### src/rtl/mem_arbiter.sv
// Two-requester arbiter sharing one combinational-read memory between instruction fetch and data access.
// Each access takes an ACC cycle (memory driven) followed by an RSP cycle (ready pulse, registered data).
module mem_arbiter #(
  parameter int STARVE_MAX = 4
) (
  input  logic        clk,
  input  logic        rst,
  input  logic        if_req,
  input  logic [15:0] if_addr,
  output logic [31:0] if_rdata,
  output logic        if_ready,
  input  logic        d_req,
  input  logic        d_we,
  input  logic [15:0] d_addr,
  input  logic [31:0] d_wdata,
  output logic [31:0] d_rdata,
  output logic        d_ready,
  output logic [15:0] mem_a,
  output logic        mem_we,
  output logic [31:0] mem_wd,
  input  logic [31:0] mem_out,
  output logic [1:0]  gnt
);

  localparam int CW = ($clog2(STARVE_MAX + 1) > 3) ? $clog2(STARVE_MAX + 1) : 3;

  typedef enum logic [2:0] {IDLE, ACC_I, ACC_D, RSP_I, RSP_D} state_t;

  state_t          state_reg, state_next;
  logic [CW-1:0]   starve_cnt_reg;
  logic            starved;

  assign starved = (starve_cnt_reg == CW'(STARVE_MAX));

  // A requester is never re-granted straight from its own RSP state, so a
  // request still held during its ready pulse is not serviced twice.
  always_comb begin
    state_next = state_reg;
    case (state_reg)
      IDLE: begin
        if (if_req && (!d_req || starved)) state_next = ACC_I;
        else if (d_req)                    state_next = ACC_D;
      end
      ACC_I:   state_next = RSP_I;
      ACC_D:   state_next = RSP_D;
      RSP_I:   state_next = d_req  ? ACC_D : IDLE;
      RSP_D:   state_next = if_req ? ACC_I : IDLE;
      default: state_next = IDLE;
    endcase
  end

  // Outputs decode from the state register alone, so the asynchronous reset
  // removes the write enable immediately rather than at the next edge.
  always_comb begin
    mem_a    = '0;
    mem_we   = 1'b0;
    mem_wd   = '0;
    gnt      = 2'b00;
    if_ready = 1'b0;
    d_ready  = 1'b0;
    case (state_reg)
      ACC_I: begin
        mem_a = if_addr;
        gnt   = 2'b01;
      end
      ACC_D: begin
        mem_a  = d_addr;
        mem_we = d_we;
        mem_wd = d_wdata;
        gnt    = 2'b10;
      end
      RSP_I:   if_ready = 1'b1;
      RSP_D:   d_ready  = 1'b1;
      default: ;
    endcase
  end

  always_ff @(posedge clk or posedge rst) begin
    if (rst) begin
      state_reg      <= IDLE;
      starve_cnt_reg <= '0;
      if_rdata       <= '0;
      d_rdata        <= '0;
    end else begin
      state_reg <= state_next;
      if (state_reg == ACC_I) if_rdata <= mem_out;
      if (state_reg == ACC_D) d_rdata  <= mem_out;
      // ACC states never repeat back to back, so a next state of ACC_x is always an entry.
      if (!if_req)
        starve_cnt_reg <= '0;
      else if (state_next == ACC_I)
        starve_cnt_reg <= '0;
      else if (state_next == ACC_D && !starved)
        starve_cnt_reg <= starve_cnt_reg + 1'b1;
    end
  end

endmodule

### config.mk
export PLATFORM = sky130hd
export DESIGN_NAME = mem_arbiter
export DESIGN_NICKNAME = d
export VERILOG_FILES = /design/src/rtl/mem_arbiter.sv
export SDC_FILE = /design/constraint.sdc
export NUM_CORES = 1
export LEC_CHECK = 0
export CAP_MARGIN = 20
export CORE_ASPECT_RATIO = 1.5
export CORE_MARGIN = 1.5
export CORE_UTILIZATION = 36
export DETAILED_ROUTE_END_ITERATION = 12
export PLACE_DENSITY = 0.89
export SKIP_LAST_GASP = 1
export SLEW_MARGIN = 5
export SYNTH_ARGS = -nofsm -noshare
export SYNTH_HDL_FRONTEND = slang
export SYNTH_SLANG_ARGS = --single-unit
### constraint.sdc
create_clock -name clk -period 2.7 [get_ports clk]
set_input_delay 0.405 -clock clk [delete_from_list [all_inputs] [get_ports clk]]
set_output_delay 0.405 -clock clk [all_outputs]
set_load 0.02 [all_outputs]
Word level (Yosys, flattened, before mapping). Index checks and enable logic that the tools add are counted.

Add/subtract/negate cells: 1. Equal/unequal tests: 8. Mux-type cells: 14. Reduce and logical (&&, ||, !) cells: 6.

Operators with widths (count): $mux 32 (1); $pmux 16 s2 (1); $mux 3 (5); $pmux 3 s5 (1); $eq 3x2->1 const B (3); $eq 3x1->1 const B (2); $eq 3x3->1 const B (2); $mux 1 (4); $pmux 2 s2 (1); $add 3x1->3 const B (1); $logic_not 3->1 (1); $ne 3x1->1 const B (1); $logic_and 1x1->1 (2); $logic_not 1->1 (2); $mux 2 (1); $logic_or 1x1->1 (1).

Bits in registers: 70. Input bits: 101. Output and inout bits: 117. Logic and storage cells: 33.

Longest topological paths before layout. Gate-level depths: netlist (run 1).

Word-level depth: 10. Gate-level depth with buffers: 6. Mapped depth without buffers: 5.

Worst setup path after synthesis (run 1). No wires, ideal clock.

Kind: reg-to-output. From: register state_reg[0]. To: output mem_a[0]. Arrival time: 1290 ps. Data required time: 2295 ps. Setup slack: 1005 ps. Cell stages (with the launch flop): 7. Buffers on the path: 3. Cells stage by stage: dfrtp_1 buf_4 nand2b_4 nor2_4 buf_4 buf_6 a22o_1.

Word-level cells in the longest chain between the ends: 2. Elaborated cells between the ends (all ways): 3. Classes of those cells: 2 x eq/ne; 1 x mux.

RTL lines: from (decl) (RTL line 29) `state_t state_reg, state_next;`; from (signal assigned) (RTL line 85) `state_reg <= state_next;`; $eq 3x2->1 / $eq 3x1->1 (equally long branches) (RTL line 61) `case (state_reg)`; $pmux 16 s2 * (RTL line 61); to (decl) (RTL line 18) `output logic [15:0] mem_a,`.

Every way passes the cells marked *; elsewhere a longest branch is shown, timed or not.

Worst setup path after layout (run 1).
From: register state_reg[0]. To: output mem_wd[19].

Word-level cells in the longest chain between the ends: 2.

RTL lines: $eq 3x2->1 (RTL line 61); $mux 32 (RTL line 61); to (decl) (RTL line 20) `output logic [31:0] mem_wd,`.

Every way passes these cells.

==> results.toml, run 1 <==
[floorplan]
fp.dieArea_um2 = 9830
core_um2 = 8880
ios = 218
fp.dieW_um = 81.5
rows = 42
die_y_um = 121
start_util = 0.374

[place]
post-place-ws_ns = 0.280
dpl-instance-area_um2 = 5630
gp_congestion = 0.807
io_buffers = 217
dpl.hpwl_um = 8570

[cells_and_area]
n_antenna_cell = 0
drive_above_1_share = 0.212
top_regs = "d_rdata x32, if_rdata x32"
final_cell_area_um2 = 5990
layout.nets = 566
syn_to_final_growth_pct = 80.1
final_cell_mix = "clkdlybuf4s50_1 (217), dfrtp_1 (69), mux2_2 (34)"
final_common_cell = "clkdlybuf4s50_1"
final_core_util = 0.674

[logic_synthesis]
syn_avg_cell_area_um2 = 14.0
synth_seq_cells = 70
yosysSeqAreaShare = 0.527
synth_cell_type_count = 28
async_reset_ff_frac = 1.00
ys_warn_count = 0
synth-edff-count = 0
syn_nets = 341
syn-cell-area_um2 = 3320
ys.flop_type = "dfrtp_1"
synthCells = 238

[sta]
finalCritPeriodShare = 0.959
slew_viol_final = 0
fmax_mhz = 386
timing.final.ws_setup_ns = 0.110
fin_tns_setup_ns = 0
setup_violations = 0
worst_slew_pin_slew_ns = 0.676
period_needed_ns = 2.59
slew_headroom = 0.549
hold_viol = 0
finClkSkew_ns = 0.00441
rsz0062_at_grt = "false"

[power_and_ir_drop]
seq_power_share = 0.244
p_int_mw = 5.01
leakage_nw = 2.50
switchingPower_mw = 2.90
power_density_nw_per_um2 = 1320
switching_share = 0.366
ir_worst_vdd_mv = 0.795
clkPwrFrac = 0.164
p_comb_frac = 0.592

[worst_setup_path]
cpPeakStageDelay_ns = 0.61
cp.buffers_inverters = 2
r2r-end = "if_rdata[10]"
crit_family = "buffers and inverters"
critPathSlowestCell = "clkdlybuf4s50_1"
r2r-start = "state_reg[2]"
cp.arrival_ns = 2.18
start_kind = "flip-flop"
path_depth = 5
startpoint = "state_reg[0]"
critPathRequiredTime_ns = 2.30
critPathCapture = "mem_wd[19]"
reg2reg_slack_ns = 0.91
worstRegToRegCells = 4
worstPathMaxFanout = 12
worstSetupPathType = "flip-flop to primary output"
worstPathCellList = "nor2b_4, and2b_4, buf_4, and2_1, clkdlybuf4s50_1"
endpoint_kind = "primary output"

[clock_tree]
clock_latency_ns = 0.32
htree_levels = 3
cts_buffers = 9
cts_tree = "built"
path_clk_slew_ns = 0.06
clkSinkCount = 70
hold_buffers = 0
root_buffer = "clkbuf_16"
cts_buffer_depth = 2

[global_route]
grt_max_degree = 42
antenna_found_initial = 1
grt.overflow.total = 0
grt_pass1_vias = 3115
grt_use_total = 0.231
grt_pass1_wl_um = 16500

[detailed_routing]
ant_nets = 0
drc = 0
drt-initial-drc-count = 118
drt_wl_total_um = 11200
vias = 2833
wire_per_inst_um = 19.4
via_per_inst = 4.90
firstDrtPassIters = 4

[status]
status = "finished, final reports clean"

[run]
cap_violations = 0

[min_path]
hold_class = "input pin to asynchronous set/reset pin"
[layer usage]
| metal | global-route usage | vias to the layer above | part of all wire |
|---|---|---|---|
| met4 | 0.0797 | 2 | 0.020 |
| li1 | - | 1288 | - |
| met3 | 0.0792 | 19 | 0.11 |
| met1 | 0.260 | 1360 | 0.37 |
| met2 | 0.397 | 164 | 0.50 |
| met5 | 0 | - | 0.0011 |
[area by class of cell]
class	count	area [um^2]
Clock buffer	11	253
Clock inverter	5	81.3
Fill cell	654	2890
Inverter	5	18.8
Multi-Input combinational cell	148	1440
Sequential cell	70	1750
Tap cell	110	138
Timing Repair Buffer	229	2300
[cell families (layout without fill, tap and decap cells)]
| family | after synthesis | in the layout | synth area share |
|---|---|---|---|
| flip-flops | 70 | 70 | 0.527 |
| multiplexers | 64 | 64 | 0.251 |
| AND/OR/NAND/NOR | 51 | 52 | 0.102 |
| AO/OA/AOI/OAI | 29 | 29 | 0.0677 |
| buffers and inverters | 21 | 250 | 0.0429 |
| adder cells (fa/ha/maj) | 2 | 2 | 0.00753 |
| XOR/XNOR | 1 | 1 | 0.00264 |
[repair_timing]
item,4_1_cts,5_1_grt
endpoints found under the setup margin,37,31
pin swaps,1,0
gates resized for setup,2,0
gates cloned,1,0
setup buffers,0,2
[synthesized netlist by cell type, types with 2 or more instances]
cell type,instances,area (um^2)
a21oi_1,4,20.0
buf_6,5,56.3
ha_1,2,25.0
mux2_2,34,383
nand2_1,2,7.51
o21ai_0,3,15.0
dfrtp_1,70,1750
buf_2,6,30.0
nand4_1,2,12.5
nand3_1,2,10.0
and2_1,33,206
mux2_4,30,450
inv_1,5,18.8
nor2b_1,5,31.3
a22o_1,16,140
o32ai_1,2,17.5
buf_4,5,37.5
nor3b_1,2,15.0
[stage by stage]
stage	hold WS (ns)	power, mW	std cells
detailed placement	0.493	6.57	559
finish	0.502	7.90	578
global placement	0.490	6.47	559
floorplan	0.526	4.52	238
global route	0.519	8.27	578
CTS	0.512	7.95	576
[worst min-delay path by stage]
stage                       from      endpoint  slack (ns)  cells past startpoint
finish                       rst  state_reg[1]        0.50                      2
global route         d_rdata[29]   d_rdata[29]        0.52                      1
CTS                 if_rdata[30]  if_rdata[30]        0.51                      1
detailed placement   d_rdata[16]   d_rdata[16]        0.49                      1
global placement    if_rdata[19]  if_rdata[19]        0.49                      1
floorplan           state_reg[2]  state_reg[1]        0.53                      1
[power by group through the flow]
stage          combinational (mW)  sequential (mW)  clock (mW)
2_1_floorplan                2.04             2.48           0
6_report                     4.68             1.93        1.30
4_1_cts                      4.70             1.93        1.32
3_3_place_gp                 4.57             1.90           0
3_5_place_dp                 4.64             1.93           0
5_1_grt                      4.93             1.99        1.36
Power figures use the tool's default switching activity.
==> run 2, diff against run 1 <==
--- a/config.mk
+++ b/config.mk
@@ -10,6 +10,7 @@
 export CORE_MARGIN = 1.5
 export CORE_UTILIZATION = 36
 export DETAILED_ROUTE_END_ITERATION = 12
+export MAX_ROUTING_LAYER = met4
 export PLACE_DENSITY = 0.89
 export SKIP_LAST_GASP = 1
 export SLEW_MARGIN = 5
==> run 2 against run 1 <==
  * Clock power about the same
  * Combinational power barely moved
  * Global-route usage rose by 0.61 points
  * Sequential share of layout area about the same
  * Via count down 0.42%
==> results.toml, run 2 (synthesis gave the netlist of run 1 again) <==
[clock_tree]
cts_buffers = 9
clock_latency_ns = 0.33
root_buffer = "clkbuf_16"
htree_levels = 3
cts_buffer_depth = 2
hold_buffers = 0
cts_tree = "built"
clkSinkCount = 70
path_clk_slew_ns = 0.06

[worst_setup_path]
r2r-end = "if_rdata[10]"
worstSetupPathType = "flip-flop to primary output"
start_kind = "flip-flop"
worstRegToRegCells = 4
worstPathMaxFanout = 12
endpoint_kind = "primary output"
r2r-start = "state_reg[2]"
cp.arrival_ns = 2.19
critPathRequiredTime_ns = 2.30
reg2reg_slack_ns = 0.91

[floorplan]
die_y_um = 121
fp.dieW_um = 81.5
ios = 218
rows = 42
core_um2 = 8880
fp.dieArea_um2 = 9830
start_util = 0.374

[global_route]
grt_max_degree = 42
grt_pass1_vias = 3116
grt.overflow.total = 0
grt_pass1_wl_um = 16400
grt_use_total = 0.237
antenna_found_initial = 1

[sta]
setup_violations = 0
slew_viol_final = 0
slew_headroom = 0.549
finalCritPeriodShare = 0.961
fmax_mhz = 385
worst_slew_pin_slew_ns = 0.676
rsz0062_at_grt = "false"
finClkSkew_ns = 0.00398
fin_tns_setup_ns = 0
period_needed_ns = 2.60
hold_viol = 0

[run]
cap_violations = 0

[detailed_routing]
ant_nets = 0
drt_wl_total_um = 11200
firstDrtPassIters = 4
drc = 0
wire_per_inst_um = 19.3
via_per_inst = 4.87
vias = 2821
drt-initial-drc-count = 118

[place]
dpl.hpwl_um = 8570
gp_congestion = 0.819
placedCellCount = 559
io_buffers = 217

[cells_and_area]
multi_input_area_um2 = 1440
top_regs = "d_rdata x32, if_rdata x32"
final_cell_mix = "clkdlybuf4s50_1 (217), dfrtp_1 (69), mux2_2 (34)"
fillerInstances = 653
layout.nets = 566
regArea_um2 = 1750
fin_cells = 579
syn_to_final_growth_pct = 80.2
drive_above_1_share = 0.212
final_common_cell = "clkdlybuf4s50_1"

[power_and_ir_drop]
ir_worst_vdd_mv = 0.797
power_mw = 7.91
leakage_nw = 2.50
power_density_nw_per_um2 = 1320

[min_path]
hold_class = "input pin to asynchronous set/reset pin"

[status]
status = "finished, final reports clean"
-- run 2: cell types whose count changed in the layout (fill, tap and decap cells not counted) --
| cell | change |
|---|---|
| diode_2 | +1 |
-- run 2: where the power goes --
| group | switching, mW | internal, mW |
|---|---|---|
| logic | 2.12 | 2.56 |
| clock network | 0.440 | 0.859 |
| registers | 0.337 | 1.59 |
| total | 2.90 | 5.01 |
-- run 2: area by class of cell --
cell class,count,area share
multi-input combinational,148,0.241
sequential,70,0.293
tap,110,0.0230
clock buffer,11,0.0422
timing repair buffer,229,0.384
antenna,1,0.000418
clock inverter,5,0.0136
inverter,5,0.00313
-- run 2: per-layer routing --
metal / global-route usage / vias up / share of wire
li1: - / 1292 / -
met1: 0.268 / 1347 / 0.38
met2: 0.395 / 161 / 0.49
met3: 0.0679 / 21 / 0.099
met4: 0.0808 / 0 / 0.022
met5: - / - / 0
-- run 2: worst max path at each step --
stage / start / endpoint / slack [ns] / cells past startpoint
final: state_reg[0] / mem_wd[20] / 0.10 / 5
after global routing: state_reg[0] / mem_wd[20] / 0.04 / 5
after CTS: state_reg[0] / mem_wd[11] / 0.02 / 5
after detailed placement: state_reg[0] / mem_a[15] / 0.28 / 4
after global placement: state_reg[0] / mem_a[15] / 0.36 / 4
after floorplan: rst / d_rdata[0] / 0.53 / 1
-- run 2: worst max-delay path, stage by stage (launching register included) --
cell and delay, ns:
dfrtp_2 0.50, nor2b_4 0.15, and2b_4 0.23, buf_4 0.20, and2_1 0.17, clkdlybuf4s50_1 0.61
-- run 2: what timing repair did --
item	CTS	global route
buffers inserted	0	2
gates resized for setup	2	0
endpoints found under the setup margin	37	31
pin swaps	1	0
cloned	1	0
-- run 2: stage by stage --
| step | instance area [um^2] | hold WS, ns | setup slack (ns) | util |
|---|---|---|---|---|
| 2_1_floorplan | 3320 | 0.526 | 0.527 | - |
| 3_3_place_gp | 5630 | 0.490 | 0.360 | 0.633 |
| 3_5_place_dp | 5630 | 0.493 | 0.280 | 0.633 |
| 4_1_cts | 5970 | 0.512 | 0.0209 | 0.672 |
| 5_1_grt | 5990 | 0.519 | 0.0382 | 0.674 |
| 6_report | 5990 | 0.501 | 0.104 | 0.674 |
